[src/rtl/div_seq_ctrl.sv]
// Sequencer between the execute stage and a shared unsigned iterative divider.
// Converts signed operands to magnitudes, drives the core, then applies sign fix-up into HI/LO.
module div_seq_ctrl #(
  parameter int W       = 32,
  parameter int TIMEOUT = 64
) (
  input  logic         i_clk,
  input  logic         i_rst,
  input  logic         i_req_valid,
  input  logic         i_req_signed,
  input  logic [W-1:0] i_req_a,
  input  logic [W-1:0] i_req_b,
  output logic         o_stall,
  output logic         o_done,
  output logic         o_err,
  output logic         o_hilo_we,
  output logic [W-1:0] o_lo_out,
  output logic [W-1:0] o_hi_out,
  output logic [W-1:0] o_div_a,
  output logic [W-1:0] o_div_b,
  output logic         o_div_start,
  input  logic [W-1:0] i_div_q,
  input  logic [W-1:0] i_div_r,
  input  logic         i_div_busy
);

  localparam int CW = $clog2(TIMEOUT + 1);
  localparam logic [CW-1:0] C_ARM_MAX  = CW'(2);
  localparam logic [CW-1:0] C_TMO_LAST = CW'(TIMEOUT - 1);
  localparam logic [CW-1:0] C_CNT_ONE  = CW'(1);

  typedef enum logic [2:0] {
    S_IDLE  = 3'd0,
    S_START = 3'd1,
    S_ARM   = 3'd2,
    S_RUN   = 3'd3,
    S_FIX   = 3'd4,
    S_WRITE = 3'd5,
    S_ZERO  = 3'd6,
    S_FAIL  = 3'd7
  } state_t;

  state_t r_state;
  state_t w_next;

  logic          r_sign_q;
  logic          r_sign_r;
  logic [W-1:0]  r_raw_a;
  logic [W-1:0]  r_div_a;
  logic [W-1:0]  r_div_b;
  logic [CW-1:0] r_cnt;
  logic [W-1:0]  r_lo;
  logic [W-1:0]  r_hi;
  logic          r_div_start;
  logic          r_done;
  logic          r_err;
  logic          w_accept;

  // Two's-complement negate, mod 2^W
  function automatic logic [W-1:0] f_neg(input logic [W-1:0] x);
    return ~x + {{(W-1){1'b0}}, 1'b1};
  endfunction

  function automatic logic [W-1:0] f_mag(input logic s, input logic [W-1:0] x);
    return (s && x[W-1]) ? f_neg(x) : x;
  endfunction

  assign w_accept = (r_state == S_IDLE) && i_req_valid;

  // State register
  always_ff @(posedge i_clk or posedge i_rst) begin
    if (i_rst) begin
      r_state <= S_IDLE;
    end else begin
      r_state <= w_next;
    end
  end

  // Next-state logic
  always_comb begin
    w_next = r_state;
    case (r_state)
      S_IDLE: begin
        if (i_req_valid) begin
          w_next = (i_req_b == {W{1'b0}}) ? S_ZERO : S_START;
        end else begin
          w_next = S_IDLE;
        end
      end
      S_START: w_next = S_ARM;
      S_ARM: begin
        // A core that never raises busy is assumed to have finished already
        if (i_div_busy) begin
          w_next = S_RUN;
        end else if (r_cnt >= C_ARM_MAX) begin
          w_next = S_FIX;
        end else begin
          w_next = S_ARM;
        end
      end
      S_RUN: begin
        if (!i_div_busy) begin
          w_next = S_FIX;
        end else if (r_cnt == C_TMO_LAST) begin
          w_next = S_FAIL;
        end else begin
          w_next = S_RUN;
        end
      end
      S_FIX:   w_next = S_WRITE;
      S_WRITE: w_next = S_IDLE;
      S_ZERO:  w_next = S_WRITE;
      S_FAIL:  w_next = S_IDLE;
      default: w_next = S_IDLE;
    endcase
  end

  // Request capture: signs, raw dividend and operand magnitudes
  always_ff @(posedge i_clk or posedge i_rst) begin
    if (i_rst) begin
      r_sign_q <= 1'b0;
      r_sign_r <= 1'b0;
      r_raw_a  <= {W{1'b0}};
      r_div_a  <= {W{1'b0}};
      r_div_b  <= {W{1'b0}};
    end else if (w_accept) begin
      r_sign_q <= i_req_signed & (i_req_a[W-1] ^ i_req_b[W-1]);
      r_sign_r <= i_req_signed & i_req_a[W-1];
      r_raw_a  <= i_req_a;
      r_div_a  <= f_mag(i_req_signed, i_req_a);
      r_div_b  <= f_mag(i_req_signed, i_req_b);
    end
  end

  // Cycle counter: 0 in START, reaches TIMEOUT in the FAIL cycle
  always_ff @(posedge i_clk or posedge i_rst) begin
    if (i_rst) begin
      r_cnt <= {CW{1'b0}};
    end else if (w_accept) begin
      r_cnt <= {CW{1'b0}};
    end else if ((r_state == S_START) || (r_state == S_ARM) || (r_state == S_RUN)) begin
      r_cnt <= r_cnt + C_CNT_ONE;
    end
  end

  // HI/LO result registers; hold between operations and across a timeout
  always_ff @(posedge i_clk or posedge i_rst) begin
    if (i_rst) begin
      r_lo <= {W{1'b0}};
      r_hi <= {W{1'b0}};
    end else if (r_state == S_FIX) begin
      r_lo <= r_sign_q ? f_neg(i_div_q) : i_div_q;
      r_hi <= r_sign_r ? f_neg(i_div_r) : i_div_r;
    end else if (r_state == S_ZERO) begin
      r_lo <= {W{1'b1}};
      r_hi <= r_raw_a;
    end
  end

  // Registered pulses, each high for the single cycle of its target state
  always_ff @(posedge i_clk or posedge i_rst) begin
    if (i_rst) begin
      r_div_start <= 1'b0;
      r_done      <= 1'b0;
      r_err       <= 1'b0;
    end else begin
      r_div_start <= (w_next == S_START);
      r_done      <= (w_next == S_WRITE);
      r_err       <= (w_next == S_FAIL);
    end
  end

  assign o_stall     = i_req_valid | (r_state != S_IDLE) | r_done | r_err;
  assign o_done      = r_done;
  assign o_hilo_we   = r_done;
  assign o_err       = r_err;
  assign o_lo_out    = r_lo;
  assign o_hi_out    = r_hi;
  assign o_div_a     = r_div_a;
  assign o_div_b     = r_div_b;
  assign o_div_start = r_div_start;

endmodule

[config.mk]
export PLATFORM = sky130hd
export DESIGN_NAME = div_seq_ctrl
export DESIGN_NICKNAME = d
export VERILOG_FILES = /design/src/rtl/div_seq_ctrl.sv
export SDC_FILE = /design/constraint.sdc
export NUM_CORES = 1
export LEC_CHECK = 0
export ABC_AREA = 0
export ABC_CLOCK_PERIOD_IN_PS = 9900
export CAP_MARGIN = 20
export CORE_MARGIN = 2
export CORE_UTILIZATION = 45
export CTS_CLUSTER_SIZE = 28
export DETAILED_ROUTE_END_ITERATION = 7
export PLACE_DENSITY = 0.83
export SKIP_CTS_REPAIR_TIMING = 1
export SYNTH_ARGS = -nofsm -noshare
export SYNTH_HDL_FRONTEND = slang
export SYNTH_SLANG_ARGS = --single-unit
[constraint.sdc]
create_clock -name i_clk -period 9.9 [get_ports i_clk]
set_clock_uncertainty 0.1 [all_clocks]
set_input_delay 0.99 -clock i_clk [delete_from_list [all_inputs] [get_ports i_clk]]
set_output_delay 0.99 -clock i_clk [all_outputs]
set_load 0.005 [all_outputs]
==> impl_metrics.toml, run 1 <==
[yosys]
synth_cell_types = 47
synthCells = 1089
synthFlopType = "dfrtp_1"
synth_common_cells = "nand2_1, dfrtp_1, o21ai_0, nor2_1, a21oi_1"
avgSynthCellArea_sq_um = 8.66
synth-edff-count = 0
ys_ff_latch = 174
async_flop_share_pct = 100
yosysTopAreaCell = "dfrtp_1"
netlist_area_sq_um = 9430
synth_fp_nets = 1228
netlist_top_cells_area = "dfrtp_1, nand2_1, o21ai_0, xor2_1, xnor2_1"
synth-seq-area-share_pct = 46.2
yosysMostFrequentCell = "nand2_1"
yosys_warnings = 0
synth.top_cell.area_share_pct = 46.2

[floorplan]
core_sq_um = 20400
num_rows = 52
ioPinCount = 266
die_x_microns = 149
dieArea_sq_um = 22100
die_h_microns = 149
start_util_pct = 46.3

[worst_setup_path]
arrival_ns = 3.60
cp-start-kind = "primary input"
worstSetupPathType = "primary input to register"
cp.required_ns = 10.09
worstPathMaxFanout = 15
endpoint_kind = "register"

[layout]
area_growth_syn_to_layout_pct = 36.5
nFillCells = 1710
drive_above_1_share_pct = 4.36
final_util_pct = 63.2
layoutNonFillerInstCount = 1601
nets = 1457
antenna_cells = 0

[placement]
pre_cts_slack_ns = 6.03
port-buffer-count = 265
dp_hpwl_microns = 20800
place_congestion = 0.908
placedCellCount = 1568

[sta]
period_share_pct = 34.4
hold_violations = 0
finalSetupTns_ns = 0
slew_viol_final = 0
relSlewSlack_pct = 30.9
grt_setup_unrepaired = "false"
fin_ws_ns = 6.49
max_clock_freq_ghz = 0.294
post-route-min-period_ns = 3.41
setup_violations = 0
worst_pin_slew_ns = 1.04

[grt]
grt_pass1_wl_microns = 45900
antenna_found_initial = 0
grt.overflow.total = 0
grt_max_degree = 99
grt_use_total_pct = 26.4
first_global_vias = 8658

[clock_network]
clockRootBuffer = "clkbuf_16"
path_clk_slew_ns = 0.07
clock_latency_ns = 0.42
htree_num_levels = 4
cts_sinks = 174
clockBufferDepth = 2
cts_tree = "done"
cts_buffers = 17

[pwr]
power_frac_clock_pct = 20.3
combPwrFrac_pct = 42.8
pwr_density_cell_nw_per_um2 = 264
p_sw_mw = 1.23
total_leakage_power_nw = 5.29
sequentialPowerShare_pct = 36.9
vdd.ir_drop.worst_mv = 0.126
p_int_mw = 2.16
p_sw_share_pct = 36.3

[drt]
drt_iter0_drc = 711
ant_nets = 0
vias = 9133
routed_wl_microns = 29300
routedWlPerCell_microns = 18.3
vias_per_cell = 5.70
drc_errors = 0
drt-pass1-iter-count = 5

[worst_hold_path]
hp-class = "register to register"

[flow_run]
drv_cap = 0

[outcome]
outcome = "completed"
path summary, 6_finish.rpt:
check / startpoint / to / slack, ns / cells after the start
max in group asynchronous: i_rst / r_raw_a[5]$_DFFE_PP0P_ / 7.11 / 3
min in group asynchronous: i_rst / o_lo_out[3]$_DFFE_PP0N_ / 1.04 / 2
min reg2reg: r_raw_a[7]$_DFFE_PP0P_ / r_raw_a[7]$_DFFE_PP0P_ / 0.37 / 2
max reg2reg: r_state[0]$_DFF_PP0_ / o_div_a[19]$_DFFE_PP0P_ / 7.32 / 5
max: i_div_r[7] / o_hi_out[28]$_DFFE_PP0N_ / 6.49 / 6
min: r_raw_a[7]$_DFFE_PP0P_ / r_raw_a[7]$_DFFE_PP0P_ / 0.37 / 2
worst max-delay path, stage by stage:
cell	delay [ns]
clkdlybuf4s50_1	0.50
nor4_2	0.58
nand4_1	0.62
o41ai_1	0.64
xor2_1	0.18
o22ai_1	0.09
cells in the final DEF (no fill, tap or decap), types with 2 or more instances in the layout:
cell / instances
o21ai_1: 2
bufinv_16: 2
and2_1: 3
nand3_1: 19
inv_8: 4
inv_1: 25
o22ai_1: 6
dfrtp_1: 174
or4_1: 22
or3_1: 13
o31ai_1: 18
xor2_1: 57
or2_2: 4
a41oi_1: 4
nand2b_1: 6
o21ai_0: 121
clkbuf_16: 17
mux2i_1: 9
xnor2_1: 52
clkbuf_1: 3
ha_1: 6
a31oi_1: 29
nand4_1: 16
a21oi_1: 64
clkdlybuf4s50_1: 265
nor4b_1: 2
or4_4: 2
nor2_1: 83
nor4_1: 17
o41ai_1: 23
nor3_1: 24
and3_1: 16
inv_6: 2
clkinv_4: 4
nor2b_1: 2
nor4_2: 2
nand2_1: 181
buf_4: 12
or3b_2: 3
layout make-up:
cell class / count / area [sq um] / share of cell area, %
repair buffers: 278 / 2750 / 21.4
inverters: 27 / 106 / 0.827
clock buffers: 21 / 450 / 3.50
multi-input cells: 820 / 4720 / 36.7
flip-flops and latches: 174 / 4350 / 33.8
well taps: 270 / 338 / 2.63
clock inverters: 11 / 149 / 1.16
flip-flops by register name, summed over array words and instances (netlist names):
register     count
o_hi_out        32
r_cnt            7
r_state          3
o_div_a         31
r_sign_q         1
o_lo_out        32
o_done           1
o_err            1
r_raw_a         32
o_div_start      1
o_div_b         32
r_sign_r         1
power groups by stage:
stage                     Sequential [mW]  Clock [mW]  Combinational, mW
after detailed placement             1.26           0               1.45
after CTS                            1.25       0.702               1.46
after floorplan                      1.21           0              0.699
after global routing                 1.29       0.737               1.61
after global placement               1.25           0               1.41
final                                1.25       0.690               1.45
stage by stage:
stage | area [sq um] | power [mW] | hold WS (ns)
2_1_floorplan | 9430 | 1.91 | 0.337
4_1_cts | 12900 | 3.41 | 0.373
5_1_grt | 12900 | 3.63 | 0.401
6_report | 12900 | 3.39 | 0.370
3_3_place_gp | 12300 | 2.66 | 0.352
3_5_place_dp | 12300 | 2.70 | 0.356
per-layer routing:
layer  GRT usage (%)  vias up  wire (microns)
met3            7.19       52            2910
met2            40.1      434           13100
met4            9.67        0             824
li1                -     4310               -
met5               0        -               0
met1            36.6     4337           12500
kinds of logic (layout without fill, tap and decap cells):
family | after synthesis | count (layout) | synth area share [%]
simple gates | 424 | 424 | 21.4
compound gates | 272 | 272 | 16.6
flops | 174 | 174 | 46.2
xor+xnor | 109 | 109 | 10.1
buf+inv | 95 | 337 | 3.86
mux | 9 | 9 | 0.956
fa+ha+maj | 6 | 6 | 0.796
(Power assumes the default switching activity.)
==> run 2: changes to the inputs <==
--- a/config.mk
+++ b/config.mk
@@ -6,13 +6,13 @@
 export NUM_CORES = 1
 export LEC_CHECK = 0
 export ABC_AREA = 0
-export ABC_CLOCK_PERIOD_IN_PS = 9900
+export ABC_CLOCK_PERIOD_IN_PS = 3100
 export CAP_MARGIN = 20
 export CORE_MARGIN = 2
-export CORE_UTILIZATION = 45
+export CORE_UTILIZATION = 44
 export CTS_CLUSTER_SIZE = 28
 export DETAILED_ROUTE_END_ITERATION = 7
-export PLACE_DENSITY = 0.83
+export PLACE_DENSITY = 0.84
 export SKIP_CTS_REPAIR_TIMING = 1
 export SYNTH_ARGS = -nofsm -noshare
 export SYNTH_HDL_FRONTEND = slang
==> constraint.sdc (replaced) <==
create_clock -name i_clk -period 3.1 [get_ports i_clk]
set_clock_uncertainty 0.1 [all_clocks]
set_input_delay 0.31 -clock i_clk [delete_from_list [all_inputs] [get_ports i_clk]]
set_output_delay 0.31 -clock i_clk [all_outputs]
set_load 0.005 [all_outputs]
==> run 2 against run 1 <==
Against the previous run: sequential power increased to 3.2 times the previous value; first-iteration DRC count increased by 16%; hold slack got worse by 0.059 ns; cell count increased by 1.6%; core utilization decreased by 1.1 points; via count increased by 0.44%; global-route usage decreased by 0.35 points; register-to-register slack got worse by 6.3 ns; total power increased to 3.2 times the previous value; largest cell class unchanged.
==> impl_metrics.toml, run 2 (synthesis gave the netlist of run 1 again) <==
[clock_network]
cts_tree = "done"
cts_sinks = 174
clockBufferDepth = 2
path_clk_slew_ns = 0.07
clock_latency_ns = 0.42
htree_num_levels = 4
clockRootBuffer = "clkbuf_16"
cts_buffers = 17

[drt]
routedWlPerCell_microns = 18.1
vias = 9173
drt_iter0_drc = 827
vias_per_cell = 5.64
ant_nets = 0
routed_wl_microns = 29400
drt-pass1-iter-count = 5
drc_errors = 0

[sta]
worst_pin_slew_ns = 0.863
slew_viol_final = 0
period_share_pct = 81.8
setup_violations = 0
grt_setup_unrepaired = "false"
max_clock_freq_ghz = 0.394
holdWs_ns = 0.310
finalSetupTns_ns = 0
post-route-min-period_ns = 2.54
relSlewSlack_pct = 42.3
hold_violations = 0

[layout]
nFillCells = 1756
multi_input_area_sq_um = 4720
final_cell_mix = "clkdlybuf4s50_1, nand2_1, dfrtp_1"
final_util_pct = 62.0
seq_area_sq_um = 4350
layout_commonest_cell = "clkdlybuf4s50_1"
layoutNonFillerInstCount = 1626
drive_above_1_share_pct = 6.07
area_growth_syn_to_layout_pct = 38.4
nets = 1477
antenna_cells = 0

[worst_hold_path]
hp-class = "primary input to asynchronous set/reset pin"

[outcome]
outcome = "completed"

[pwr]
pwr_density_cell_nw_per_um2 = 830
vdd.ir_drop.worst_mv = 0.375
p_sw_share_pct = 36.6
combPwrFrac_pct = 43.5
total_leakage_power_nw = 5.39
p_sw_mw = 3.96
power_frac_clock_pct = 19.8
sequentialPowerShare_pct = 36.7
p_int_mw = 6.87

[worst_setup_path]
cpPeakStageDelay_ns = 0.61
arrival_ns = 2.74
worstPathCellList = "clkdlybuf4s50_1 -> or4_4 -> or4_4 -> nor3_4 -> a31oi_1 -> or3b_1"
endpoint_kind = "register"
worstPathMaxFanout = 5
cp.required_ns = 3.30
crit_top_cell = "or4_4"
slowest_stage = "or4_4"
cp-start-kind = "primary input"
worstSetupPathType = "primary input to register"

[floorplan]
ioPinCount = 266
dieArea_sq_um = 22600
die_x_microns = 150
num_rows = 53
core_sq_um = 21000
start_util_pct = 44.8
die_h_microns = 150

[placement]
place_congestion = 0.944
dp_hpwl_microns = 21800
port-buffer-count = 265
placedCellCount = 1594

[flow_run]
drv_cap = 0

[grt]
grt.overflow.total = 0
first_global_vias = 8666
grt_use_total_pct = 26.1
antenna_found_initial = 0
grt_max_degree = 78
grt_pass1_wl_microns = 46200
[run 2: cell type report]
class | count | share of cell area [%]
multi-input combinational | 820 | 36.2
sequential | 174 | 33.4
timing repair buffer | 298 | 22.5
clock buffer | 18 | 3.37
tap | 275 | 2.64
clock inverter | 14 | 1.08
inverter | 27 | 0.806
[run 2: power by group through the flow]
stage,logic (mW),clock network (mW),registers [mW]
3_5_place_dp,4.71,0,3.99
6_report,4.71,2.15,3.98
3_3_place_gp,4.59,0,3.97
5_1_grt,5.23,2.30,4.09
2_1_floorplan,2.23,0,3.87
4_1_cts,4.73,2.20,3.97
[run 2: routing by layer]
| layer | GRT usage (%) | routed length [microns] | share of wire, % |
|---|---|---|---|
| met1 | 36.6 | 12800 | 43 |
| met2 | 39.9 | 13200 | 45 |
| met3 | 6.27 | 2770 | 9.4 |
| met4 | 8.35 | 592 | 2.0 |
| met5 | 0 | 0 | 0 |
[run 2: worst max-delay path, delay by kind of cell]
family,cells,cell delay (ns)
compound gates,1,0.13
simple gates,4,1.80
buf+inv,1,0.50
[run 2: through the flow]
| step | power (mW) | cell area, sq um | setup slack, ns |
|---|---|---|---|
| after floorplan | 6.10 | 9430 | 0.465 |
| after detailed placement | 8.70 | 12500 | 0.126 |
| after global placement | 8.56 | 12500 | 0.182 |
| after CTS | 10.9 | 13000 | 0.590 |
| final | 10.8 | 13000 | 0.563 |
| after global routing | 11.6 | 13000 | 0.478 |
[run 2: worst paths after layout]
kind / start / end / slack [ns] / cells after the start
worst max-delay path: i_req_b[7] / r_state[0]$_DFF_PP0_ / 0.56 / 6
max in group asynchronous: i_rst / o_hi_out[13]$_DFFE_PP0N_ / 1.76 / 3
worst min register to register: r_raw_a[21]$_DFFE_PP0P_ / r_raw_a[21]$_DFFE_PP0P_ / 0.37 / 2
min in group i_clk: r_raw_a[21]$_DFFE_PP0P_ / r_raw_a[21]$_DFFE_PP0P_ / 0.37 / 2
worst min-delay path: i_rst / r_cnt[0]$_DFFE_PP0P_ / 0.31 / 2
worst max register to register: r_state[0]$_DFF_PP0_ / r_raw_a[1]$_DFFE_PP0P_ / 1.00 / 5
